### config.mk
export PLATFORM = sky130hd
export DESIGN_NAME = ifu_fetch_ctrl
export DESIGN_NICKNAME = d
export VERILOG_FILES = /design/src/rtl/ifu_fetch_ctrl.sv
export SDC_FILE = /design/constraint.sdc
export NUM_CORES = 1
export LEC_CHECK = 0
export BUFFER_PORTS_ARGS = -buffer_cell sky130_fd_sc_hd__buf_4
export CAP_MARGIN = 25
export CORE_ASPECT_RATIO = 0.75
export CORE_MARGIN = 5
export CORE_UTILIZATION = 35
export CTS_BUF_LIST = sky130_fd_sc_hd__clkbuf_4 sky130_fd_sc_hd__clkbuf_8 sky130_fd_sc_hd__clkbuf_16
export CTS_CLUSTER_SIZE = 10
export DETAILED_ROUTE_END_ITERATION = 10
export GPL_ROUTABILITY_DRIVEN = 1
export SLEW_MARGIN = 20
export SYNTH_ARGS = -nofsm -noshare
export SYNTH_HDL_FRONTEND = slang
export SYNTH_SLANG_ARGS = --single-unit
### constraint.sdc
create_clock -name clk -period 10 [get_ports clk]
set_input_delay 1 -clock clk [delete_from_list [all_inputs] [get_ports clk]]
set_output_delay 1 -clock clk [all_outputs]
set_load 0.02 [all_outputs]
### src/rtl/ifu_fetch_ctrl.sv
// ifu_fetch_ctrl: AXI4 read-burst instruction fetch controller.
//
// Issues sequential INCR bursts from a redirect PC, splitting at 4 KB boundaries and only
// when the beat buffer has room for the whole burst. Returned beats are stored in a
// first-word-fall-through FIFO and presented to the aligner over valid/ready. A redirect
// flushes the FIFO and drops beats of the burst still in flight. A non-OKAY response halts
// fetching after the burst completes, until the next redirect.
//
// Ports:
//   clk, rst_n                      clock, asynchronous active-low reset
//   redirect_valid, redirect_pc     new fetch stream (PC bits [31:1])
//   fetch_valid/ready/data/addr/err beat output to the aligner
//   busy                            burst outstanding or draining
//   axi_ar*                         AXI4 read address channel (master)
//   axi_r*                          AXI4 read data channel (master)
module ifu_fetch_ctrl #(
    parameter int unsigned DataWidth  = 64,
    parameter int unsigned FifoDepth  = 16,  // power of two, >= 2 and >= BurstLen
    parameter int unsigned BurstLen   = 8,
    parameter int unsigned AxiIdWidth = 4
) (
    input  logic                  clk,
    input  logic                  rst_n,
    input  logic                  redirect_valid,
    input  logic [30:0]           redirect_pc,
    output logic                  fetch_valid,
    input  logic                  fetch_ready,
    output logic [DataWidth-1:0]  fetch_data,
    output logic [31:0]           fetch_addr,
    output logic                  fetch_err,
    output logic                  busy,
    output logic [AxiIdWidth-1:0] axi_arid,
    output logic [31:0]           axi_araddr,
    output logic [7:0]            axi_arlen,
    output logic [2:0]            axi_arsize,
    output logic [1:0]            axi_arburst,
    output logic [2:0]            axi_arprot,
    output logic                  axi_arvalid,
    input  logic                  axi_arready,
    input  logic [AxiIdWidth-1:0] axi_rid,
    input  logic [DataWidth-1:0]  axi_rdata,
    input  logic [1:0]            axi_rresp,
    input  logic                  axi_rlast,
    input  logic                  axi_rvalid,
    output logic                  axi_rready
);

    localparam int unsigned Bytes   = DataWidth / 8;
    localparam int unsigned SizeLog = $clog2(Bytes);
    localparam int unsigned PtrW    = $clog2(FifoDepth);
    localparam int unsigned CntW    = PtrW + 1;
    localparam int unsigned EntryW  = DataWidth + 33;
    localparam logic [31:0] AlignMask = ~(32'(Bytes) - 32'd1);

    typedef enum logic [2:0] {StIdle, StReq, StData, StDrain, StHalt} state_e;

    state_e            state_q, state_d;
    logic [31:0]       next_addr_q, next_addr_d;
    logic [31:0]       araddr_q, araddr_d;
    logic [7:0]        arlen_q, arlen_d;
    logic              redir_pend_q, redir_pend_d;  // redirect seen while AR still pending
    logic              run_q, run_d;                // no fetching before the first redirect
    logic [31:0]       beat_addr_q, beat_addr_d;
    logic              burst_err_q, burst_err_d;
    logic [CntW-1:0]   wr_ptr_q, wr_ptr_d;
    logic [CntW-1:0]   rd_ptr_q, rd_ptr_d;
    logic [EntryW-1:0] mem_q [FifoDepth];

    logic [31:0]     redir_addr;
    logic [31:0]     issue_addr;
    logic [12:0]     to_boundary;
    logic [12:0]     bnd_beats;
    logic [4:0]      issue_beats;
    logic [CntW-1:0] fifo_count;
    logic [CntW-1:0] fifo_free;
    logic            space_ok;
    logic            fifo_valid;
    logic            ar_hs;
    logic            r_hs;
    logic            rsp_err;
    logic            push;
    logic            pop;
    logic            load_req;
    logic [EntryW-1:0] head;
    logic            unused_rid;

    assign unused_rid = ^axi_rid;

    // Burst size for the address about to be issued: a redirect overrides next_addr.
    assign redir_addr  = {redirect_pc, 1'b0} & AlignMask;
    assign issue_addr  = redirect_valid ? redir_addr : next_addr_q;
    assign to_boundary = 13'd4096 - {1'b0, issue_addr[11:0]};
    assign bnd_beats   = to_boundary >> SizeLog;
    assign issue_beats = (bnd_beats < 13'(BurstLen)) ? 5'(bnd_beats) : 5'(BurstLen);

    assign fifo_count = wr_ptr_q - rd_ptr_q;
    assign fifo_free  = CntW'(FifoDepth) - fifo_count;
    assign space_ok   = 32'(fifo_free) >= 32'(issue_beats);
    assign fifo_valid = (wr_ptr_q != rd_ptr_q);

    assign axi_arvalid = (state_q == StReq);
    assign axi_rready  = (state_q == StData) || (state_q == StDrain);
    assign ar_hs       = axi_arvalid && axi_arready;
    assign r_hs        = axi_rvalid && axi_rready;
    assign rsp_err     = (axi_rresp != 2'b00);
    assign pop         = fifo_valid && fetch_ready;

    always_comb begin
        state_d      = state_q;
        next_addr_d  = next_addr_q;
        araddr_d     = araddr_q;
        arlen_d      = arlen_q;
        redir_pend_d = redir_pend_q;
        run_d        = run_q;
        beat_addr_d  = beat_addr_q;
        burst_err_d  = burst_err_q;
        push         = 1'b0;
        load_req     = 1'b0;

        if (redirect_valid) begin
            next_addr_d = redir_addr;
            run_d       = 1'b1;
        end

        unique case (state_q)
            StIdle: begin
                // The redirect flushes the FIFO, so it never waits for space.
                if (redirect_valid || (run_q && space_ok)) begin
                    load_req = 1'b1;
                end
            end
            StReq: begin
                if (ar_hs) begin
                    if (redirect_valid || redir_pend_q) begin
                        // The accepted burst belongs to the old stream.
                        state_d      = StDrain;
                        redir_pend_d = 1'b0;
                    end else begin
                        state_d     = StData;
                        next_addr_d = araddr_q + ((32'(arlen_q) + 32'd1) << SizeLog);
                        beat_addr_d = araddr_q;
                        burst_err_d = 1'b0;
                    end
                end else if (redirect_valid) begin
                    redir_pend_d = 1'b1;
                end
            end
            StData: begin
                if (r_hs) begin
                    beat_addr_d = beat_addr_q + 32'(Bytes);
                    if (rsp_err) begin
                        burst_err_d = 1'b1;
                    end
                    push = !redirect_valid;
                    if (axi_rlast) begin
                        if (redirect_valid) begin
                            load_req = 1'b1;
                        end else begin
                            state_d = (burst_err_q || rsp_err) ? StHalt : StIdle;
                        end
                    end else if (redirect_valid) begin
                        state_d = StDrain;
                    end
                end else if (redirect_valid) begin
                    state_d = StDrain;
                end
            end
            StDrain: begin
                if (r_hs && axi_rlast) begin
                    load_req = 1'b1;
                end
            end
            StHalt: begin
                if (redirect_valid) begin
                    load_req = 1'b1;
                end
            end
            default: state_d = StIdle;
        endcase

        if (load_req) begin
            state_d  = StReq;
            araddr_d = issue_addr;
            arlen_d  = 8'(issue_beats) - 8'd1;
        end
    end

    // Flush wins over push and pop in the same cycle.
    always_comb begin
        wr_ptr_d = wr_ptr_q;
        rd_ptr_d = rd_ptr_q;
        if (redirect_valid) begin
            wr_ptr_d = '0;
            rd_ptr_d = '0;
        end else begin
            if (push) begin
                wr_ptr_d = wr_ptr_q + CntW'(1);
            end
            if (pop) begin
                rd_ptr_d = rd_ptr_q + CntW'(1);
            end
        end
    end

    always_ff @(posedge clk or negedge rst_n) begin
        if (!rst_n) begin
            state_q      <= StIdle;
            next_addr_q  <= '0;
            araddr_q     <= '0;
            arlen_q      <= '0;
            redir_pend_q <= 1'b0;
            run_q        <= 1'b0;
            beat_addr_q  <= '0;
            burst_err_q  <= 1'b0;
            wr_ptr_q     <= '0;
            rd_ptr_q     <= '0;
        end else begin
            state_q      <= state_d;
            next_addr_q  <= next_addr_d;
            araddr_q     <= araddr_d;
            arlen_q      <= arlen_d;
            redir_pend_q <= redir_pend_d;
            run_q        <= run_d;
            beat_addr_q  <= beat_addr_d;
            burst_err_q  <= burst_err_d;
            wr_ptr_q     <= wr_ptr_d;
            rd_ptr_q     <= rd_ptr_d;
        end
    end

    always_ff @(posedge clk) begin
        if (push) begin
            mem_q[wr_ptr_q[PtrW-1:0]] <= {axi_rdata, beat_addr_q, rsp_err};
        end
    end

    // Head fields are gated so the outputs read zero while the FIFO is empty.
    assign head        = mem_q[rd_ptr_q[PtrW-1:0]];
    assign fetch_valid = fifo_valid;
    assign fetch_data  = fifo_valid ? head[EntryW-1 -: DataWidth] : '0;
    assign fetch_addr  = fifo_valid ? head[32:1] : '0;
    assign fetch_err   = fifo_valid ? head[0] : 1'b0;

    assign busy        = (state_q != StIdle) && (state_q != StHalt);
    assign axi_arid    = '0;
    assign axi_araddr  = araddr_q;
    assign axi_arlen   = arlen_q;
    assign axi_arsize  = 3'(SizeLog);
    assign axi_arburst = 2'b01;
    // Instruction-access protection; held at zero when no request is presented.
    assign axi_arprot  = axi_arvalid ? 3'b100 : 3'b000;

endmodule

==> run metrics, run 1 <==
CTS tree built; vias in the first global route about 32,000; worst slew pin tran roughly 1.1 ns; Total GRT Usage between 15 and 20%; total gr overflow 0; Hold WC Path Type in -> async; Distinct cells, synth 66; final instance area 0.0762 sq mm; Slew headroom 25.1%; Post-DP Area 0.0708 sq mm; Worst-path clk slew 0.06 ns; IO buf count 243; Worst Setup Start Kind register; final setup vio count 0; worst reg2reg setup slack 5.24 ns; largest net degree at the start of global routing 156; Synth-to-Final Area Change 15.7%; root buffer cell clkbuf_16; std cell rows 137; Setup TNS 0 ns; synthesized area per cell roughly 22 sq um; final wirelength 158,000 um; Period Utilization, post-route 57.9%; via count of the routed design ~32,000; I/O pins roughly 260; Clock Skews 0.0449 ns; Netlist Area Pre-Place around 0.066 sq mm; Final Instance Count excl. Fillers 5,904; # fillers 16,300; Reg-to-Reg End mem_q[14][54]; critical path class reg -> out; wire length per cell 26.8 um; Synth warnings 0; setup ws final approximately 4.2 ns; CP arrival around 4.8 ns; Leakage 23.9 nW; ANT nets after route 0; DP HPWL ~80,000 um; max-slew violation count 0; CTS Hold Buffers Added 0; Final Hold Fails 0; pwr/cell area 226 mW/mm^2; Setup Fix Bufs, Post-CTS 0; dpl cells 5,665; TritonCTS Sinks 1,670; flops & latches, synth 1,670; result of the run completed; clk_lat worst skew about 0.80 ns; min Tclk post-route 5.79 ns; family with the most delay on the worst path buffers and inverters; final net count 3,496; Max-Cap Viols 0; CP endpoint kind primary output; die width 511 um; Sequential Area 0.0496 sq mm; die area 0.197 sq mm; DRT Pass-1 Iters 5; Slowest-stage cell, CP dfrtp_4; post_cts resized 0; Die Y 386 um; drt initial violations about 3,200; Peak VDD IR 0.145 mV; initial antenna violation count 8; post-DR vias/cell 5.34; multi-input logic area 0.0156 sq mm; H-Tree Depth 4; RSZ-0062 raised after global routing false; crit path buf inv count 3; crit-path max FO around 160; critical-path cell list buf_12 -> buf_4 -> mux4_2 -> mux4_2 -> and2_1 -> buf_4; slowest stage delay, CP roughly 0.97 ns; EDFF count, synth 1,552; Util after Layout 40.9%; CTS max path bufs 3; pre-CTS setup slack 4.68 ns; GPL Wtd Cong around 0.73; dominant synthesized flop cell edfxtp_1; Num CTS Buffers ~190; starting density of the core between 30% and 40%; Gate Count Post-Synth 3,030; sequential area share after synthesis 75.2%; Worst Reg-to-Reg Cells 8; worst path required time 9.00 ns; first-pass GRT wire length 231,000 um; fraction of registers with async set/reset 7.07%; f_max 173 MHz; core area between 0.15 and 0.2 sq mm; Crit Reg-Reg Startpoint state_q[1]; layout cells sized above 1 about a third; # DRC 0
[how the worst max path moves through the flow]
stage	from	endpoint	slack, ns	cells past startpoint
6_report	rd_ptr_q[1]	fetch_addr[16]	4.21	6
5_1_grt	rd_ptr_q[1]	fetch_addr[16]	3.93	6
4_1_cts	rd_ptr_q[1]	fetch_addr[16]	4.03	6
3_5_place_dp	redirect_valid	axi_araddr[31]	4.68	12
3_3_place_gp	redirect_valid	axi_araddr[31]	4.60	12
2_1_floorplan	redirect_valid	mem_q[0][0]	0.82	6
[stage by stage]
step | total power [mW] | hold slack (ns)
floorplan | 10.3 | 0.460
global placement | 11.3 | 0.478
detailed placement | 11.3 | 0.485
CTS | 17.4 | 0.0704
global route | 18.0 | 0.0990
finish | 17.2 | 0.117
[layout make-up]
| cell class | instances | share of cell area (%) |
|---|---|---|
| inverters | 27 | 0.133 |
| well taps | 2502 | 4.11 |
| flip-flops and latches | 1670 | 65.0 |
| clock inverters | 20 | 0.430 |
| diodes | 7 | 0.0230 |
| clock buffers | 207 | 6.45 |
| repair buffers | 300 | 3.29 |
| multi-input cells | 1171 | 20.5 |
[kinds of logic after synthesis]
| kind of cell | synth area share, % |
|---|---|
| buf+inv | 1.25 |
| compound gates | 1.70 |
| mux | 17.8 |
| fa+ha+maj | 0.593 |
| flops | 75.2 |
| xor+xnor | 0.572 |
| other cells | 0.0114 |
| simple gates | 2.81 |
[power by group]
| part | internal, mW | switching [mW] | total (mW) |
|---|---|---|---|
| logic | 1.19 | 1.26 | 2.46 |
| clock network | 3.48 | 2.60 | 6.08 |
| registers | 8.13 | 0.584 | 8.71 |
| total | 12.8 | 4.45 | 17.2 |
[synth_stat cells (3+ instances only)]
library cell  number  area, sq um
nor3_1            18         90.1
inv_1             27          101
nand4_1           15         93.8
xor2_1            15          131
o21ai_0           39          195
a211oi_1           4         30.0
mux2i_1            3         30.0
xnor2_1           28          245
o2bb2ai_1          3         26.3
a21oi_1           83          415
nor4_1             3         18.8
or3_1              5         31.3
nor2b_1            8         50.1
a32oi_1            3         26.3
nand2b_1           6         37.5
buf_4             14          105
o22a_1             3         26.3
a21o_1             6         45.0
o211ai_1           3         22.5
mux4_2           485        10900
nand2_1           57          214
mux2_2            37          417
dfrtp_1          118         2950
o22ai_1           12         75.1
and3_1            11         68.8
and2_1           101          632
buf_1             45          169
or4_1              3         22.5
edfxtp_1        1552        46600
mux2_4            24          360
ha_1              28          350
or2_2              6         37.5
nor3b_1            3         22.5
clkbuf_1         109          409
nand3_1           29          145
buf_6              3         33.8
o31ai_1            3         22.5
o21a_1             3         22.5
nor2_1            78          293
[registers in the layout, indices dropped and copies added, names as in the netlist]
register / flops
beat_addr_q: 32
mem_q: 1552
wr_ptr_q: 5
run_q: 1
burst_err_q: 1
redir_pend_q: 1
rd_ptr_q: 5
axi_araddr: 32
next_addr_q: 32
axi_arlen: 6
state_q: 3
[per-layer routing]
layer / wire, um / track usage (%)
met1: 72200 / 23.8
met2: 72900 / 24.3
met3: 10900 / 3.39
met4: 2430 / 3.22
met5: 0 / 0
[placed cells by master (no fill, tap or decap), drive strengths merged, types with 28 or more instances in the layout]
master  instances
mux4          485
and2          102
a21oi          83
nor2           79
ha             28
inv            31
o21ai          39
xnor2          28
buf           300
clkbuf        207
mux2           61
nand2          57
edfxtp       1552
nand3          29
dfrtp         118
[worst register-to-register path: cells and delay by family, from the launching register on]
family	cells	cell delay, ns
buffers and inverters	3	2.25
flip-flops	1	0.51
AND/OR/NAND/NOR	5	1.58
Power figures use the tool's default switching activity.
==> run 2, diff against run 1 <==
--- a/config.mk
+++ b/config.mk
@@ -5,6 +5,7 @@
 export SDC_FILE = /design/constraint.sdc
 export NUM_CORES = 1
 export LEC_CHECK = 0
+export ABC_AREA = 1
 export BUFFER_PORTS_ARGS = -buffer_cell sky130_fd_sc_hd__buf_4
 export CAP_MARGIN = 25
 export CORE_ASPECT_RATIO = 0.75
==> constraint.sdc (replaced) <==
create_clock -name clk -period 5.38 [get_ports clk]
set_input_delay 0.538 -clock clk [delete_from_list [all_inputs] [get_ports clk]]
set_output_delay 0.538 -clock clk [all_outputs]
set_load 0.02 [all_outputs]
==> run metrics, run 2 <==
I/O pins 261; synth top area cells edfxtp_1 (68%), nor2_1 (5.5%), dfrtp_1 (4.3%); drt initial violations between 4,000 and 5,000; Final Hold Fails 0; result of the run completed; Synth-to-Final Area Change 15.6%; power share of the clock group a little over a third; Logic pwr share 14.3%; root buffer cell clkbuf_16; via count of the routed design 44,100; final net count approximately 5,800; die area 0.204 sq mm; first-pass GRT wire length 277,000 um; GPL Wtd Cong 0.830; Synth warnings 0; max-slew violation count 0; Hold WC Path Type in -> reg; fraction of registers with async set/reset 7.07%; initial antenna violation count 0; pwr/cell area 404 mW/mm^2; dpl cells 7,965; CP endpoint kind primary output; CP arrival 4.48 ns; post-synthesis mux area share just under 2%; max reg flops approximately 1,600; slowest stage delay, CP 0.71 ns; Worst-path clk slew roughly 0.060 ns; ANT nets after route 0; diode count 0; DRT Pass-1 Iters 5; CTS tree built; met1 usage in global routing 26.5%; commonest non-fill, non-tap cell in the layout edfxtp_1; min Tclk post-route 5.02 ns; DP HPWL ~94,000 um; starting density of the core a little over a third; CTS max path bufs 3; Clock Skews approximately 0.055 ns; pre-CTS setup slack approximately 0.98 ns; RSZ-0062 raised after global routing false; simple-gate share of the synthesized area between 10% and 20%; setup ws final between 0.3 and 0.4 ns; f_max 199 MHz; wire length per cell ~23 um; Max-Cap Viols 0; total gr overflow 0; Yosys top cell area share 68.2%; die width 520 um; Period Utilization, post-route 93.4%; main combinational cell family by area after synthesis simple AND/OR/NAND/NOR gates; IO buf count 243; post-synthesis adder-cell area fraction 0.571%; final setup vio count 0; # fillers around 18,000; TritonCTS Sinks 1,670; Peak VDD IR slightly below 0.3 mV; Slowest-stage cell, CP dfrtp_4; Post-DP Area 0.0731 sq mm; sequential area share after synthesis 72.5%; critical-path cell list buf_4 -> buf_12 -> o21ai_0 -> o32ai_1 -> nand2_1 -> nand2_1 -> inv_1 -> a21oi_1 -> buf_4; core area ~0.19 sq mm; flops & latches, synth approximately 1,700; worst path required time roughly 4.8 ns; Sequential Power Share roughly half; post-DR vias/cell 5.34; EDFF count, synth 1,552; switching share of total power 28.1%; Final Instance Count excl. Fillers approximately 8,300; worst slew pin tran 1.11 ns; # DRC 0; largest net degree at the start of global routing 215; crit-path max FO 204; met3 capacity usage during global routing 3.12%; top-count cell post-synth edfxtp_1; most frequent cells in the layout edfxtp_1 (1,552), nor2_1 (992), nand2_1 (689); Post-synth top cells edfxtp_1 (1,552), nor2_1 (1,009), nand2_1 (689); Total GRT Usage 17.8%; met2 usage 27.2%; Num CTS Buffers 187; worst reg2reg setup slack 1.49 ns; cell-internal power 23.0 mW; Setup Fix Bufs, Post-CTS 0; vias in the first global route ~42,000; std cell rows 140; H-Tree Depth 4; xor/xnor cell area share of the yosys netlist 0.359%; Yosys top cell by area edfxtp_1; Netlist Area Pre-Place 0.0683 sq mm; critical path class reg -> out; clk_lat worst skew 0.83 ns; layout cells sized above 1 10.3%; Distinct cells, synth 42; Slew headroom 25.9%; final instance area 0.0790 sq mm; Compound-Gate Fraction of Synth Area 10.3%; grt peak-use layer met2; Gate Count Post-Synth 5,437; synthesized area per cell 12.6 sq um; dominant synthesized flop cell edfxtp_1; final wirelength 186,000 um; Worst Setup Start Kind register; Sw Pwr 8.98 mW; Die Y 393 um; Leakage 26.6 nW
[run 2: changes by cell type after synthesis, sizes merged, moves of 122 or more]
| cell | delta |
|---|---|
| inv | +163 |
| nor2 | +930 |
| mux4 | -485 |
| nand3 | +122 |
| clkbuf | +134 |
| nand2 | +634 |
| o32ai | +194 |
| o21ai | +497 |
| mux2i | +129 |
[run 2: kinds of logic after synthesis]
logic type | Yosys count
adders and majority gates | 30
and+or+nand+nor | 1912
xor gates and xnor gates | 28
other | 2
DFF | 1670
buffers and inverters | 549
muxes | 132
AOI/OAI and AO/OA | 1114
[run 2: final timing paths]
check                                     start        endpoint  depth (start not counted)
min in group asynchronous                 rst_n   axi_araddr[0]                          2
worst min-delay path            redirect_pc[19]  axi_araddr[20]                          5
worst max register to register      rd_ptr_q[0]    axi_arlen[6]                         18
worst min register to register            run_q           run_q                          1
worst max-delay path                rd_ptr_q[1]  fetch_data[26]                          9
max in group asynchronous                 rst_n     rd_ptr_q[2]                          4
[run 2: metal layers]
layer / vias to the layer above / share of wire, %
met3: 221 / 6.9
met4: 0 / 1.6
met2: 1581 / 45
li1: 20200 / -
met1: 22100 / 47
met5: - / 0
[run 2: metrics by stage]
| step | hold WS (ns) | TNS (ns) | utilization, % | power [mW] |
|---|---|---|---|---|
| floorplan | 0.242 | -895.55 | - | 18.7 |
| global placement | 0.382 | 0 | 37.6 | 20.7 |
| detailed placement | 0.384 | 0 | 37.6 | 20.8 |
| CTS | 0.00268 | 0 | 40.7 | 32.2 |
| global route | 0.0599 | 0 | 40.7 | 33.3 |
| finish | 0.0640 | 0 | 40.7 | 31.9 |
[run 2: timing repair]
| item | 4_1_cts | 5_1_grt |
|---|---|---|
| hold endpoints to repair | 1064 | 0 |
| resized for setup | 0 | 0 |
| hold buffers | 65 | 0 |
| endpoints found under the setup margin | 0 | 0 |
[run 2: critical path: cells and delay by family (launching register included)]
family                 cells  cell delay (ns)
flip-flops                 1             0.71
AND/OR/NAND/NOR            2             0.14
AO/OA/AOI/OAI              3             0.91
buffers and inverters      4             1.56
[run 2: layout make-up]
type	count	area [sq um]	area share (%)
clock buffers	207	4870	6.17
inverters	190	737	0.933
well taps	2556	3200	4.05
multi-input cells	3228	16700	21.1
flip-flops and latches	1670	49600	62.7
clock inverters	18	394	0.499
repair buffers	387	3550	4.49
[run 2: power groups by stage]
stage                     registers [mW]  logic (mW)  clock network, mW
after global routing                16.0        5.06               12.2
after detailed placement            16.2        4.54                  0
after CTS                           16.0        4.61               11.6
after global placement              16.2        4.49                  0
after floorplan                     15.8        2.88                  0
final                               16.0        4.58               11.4
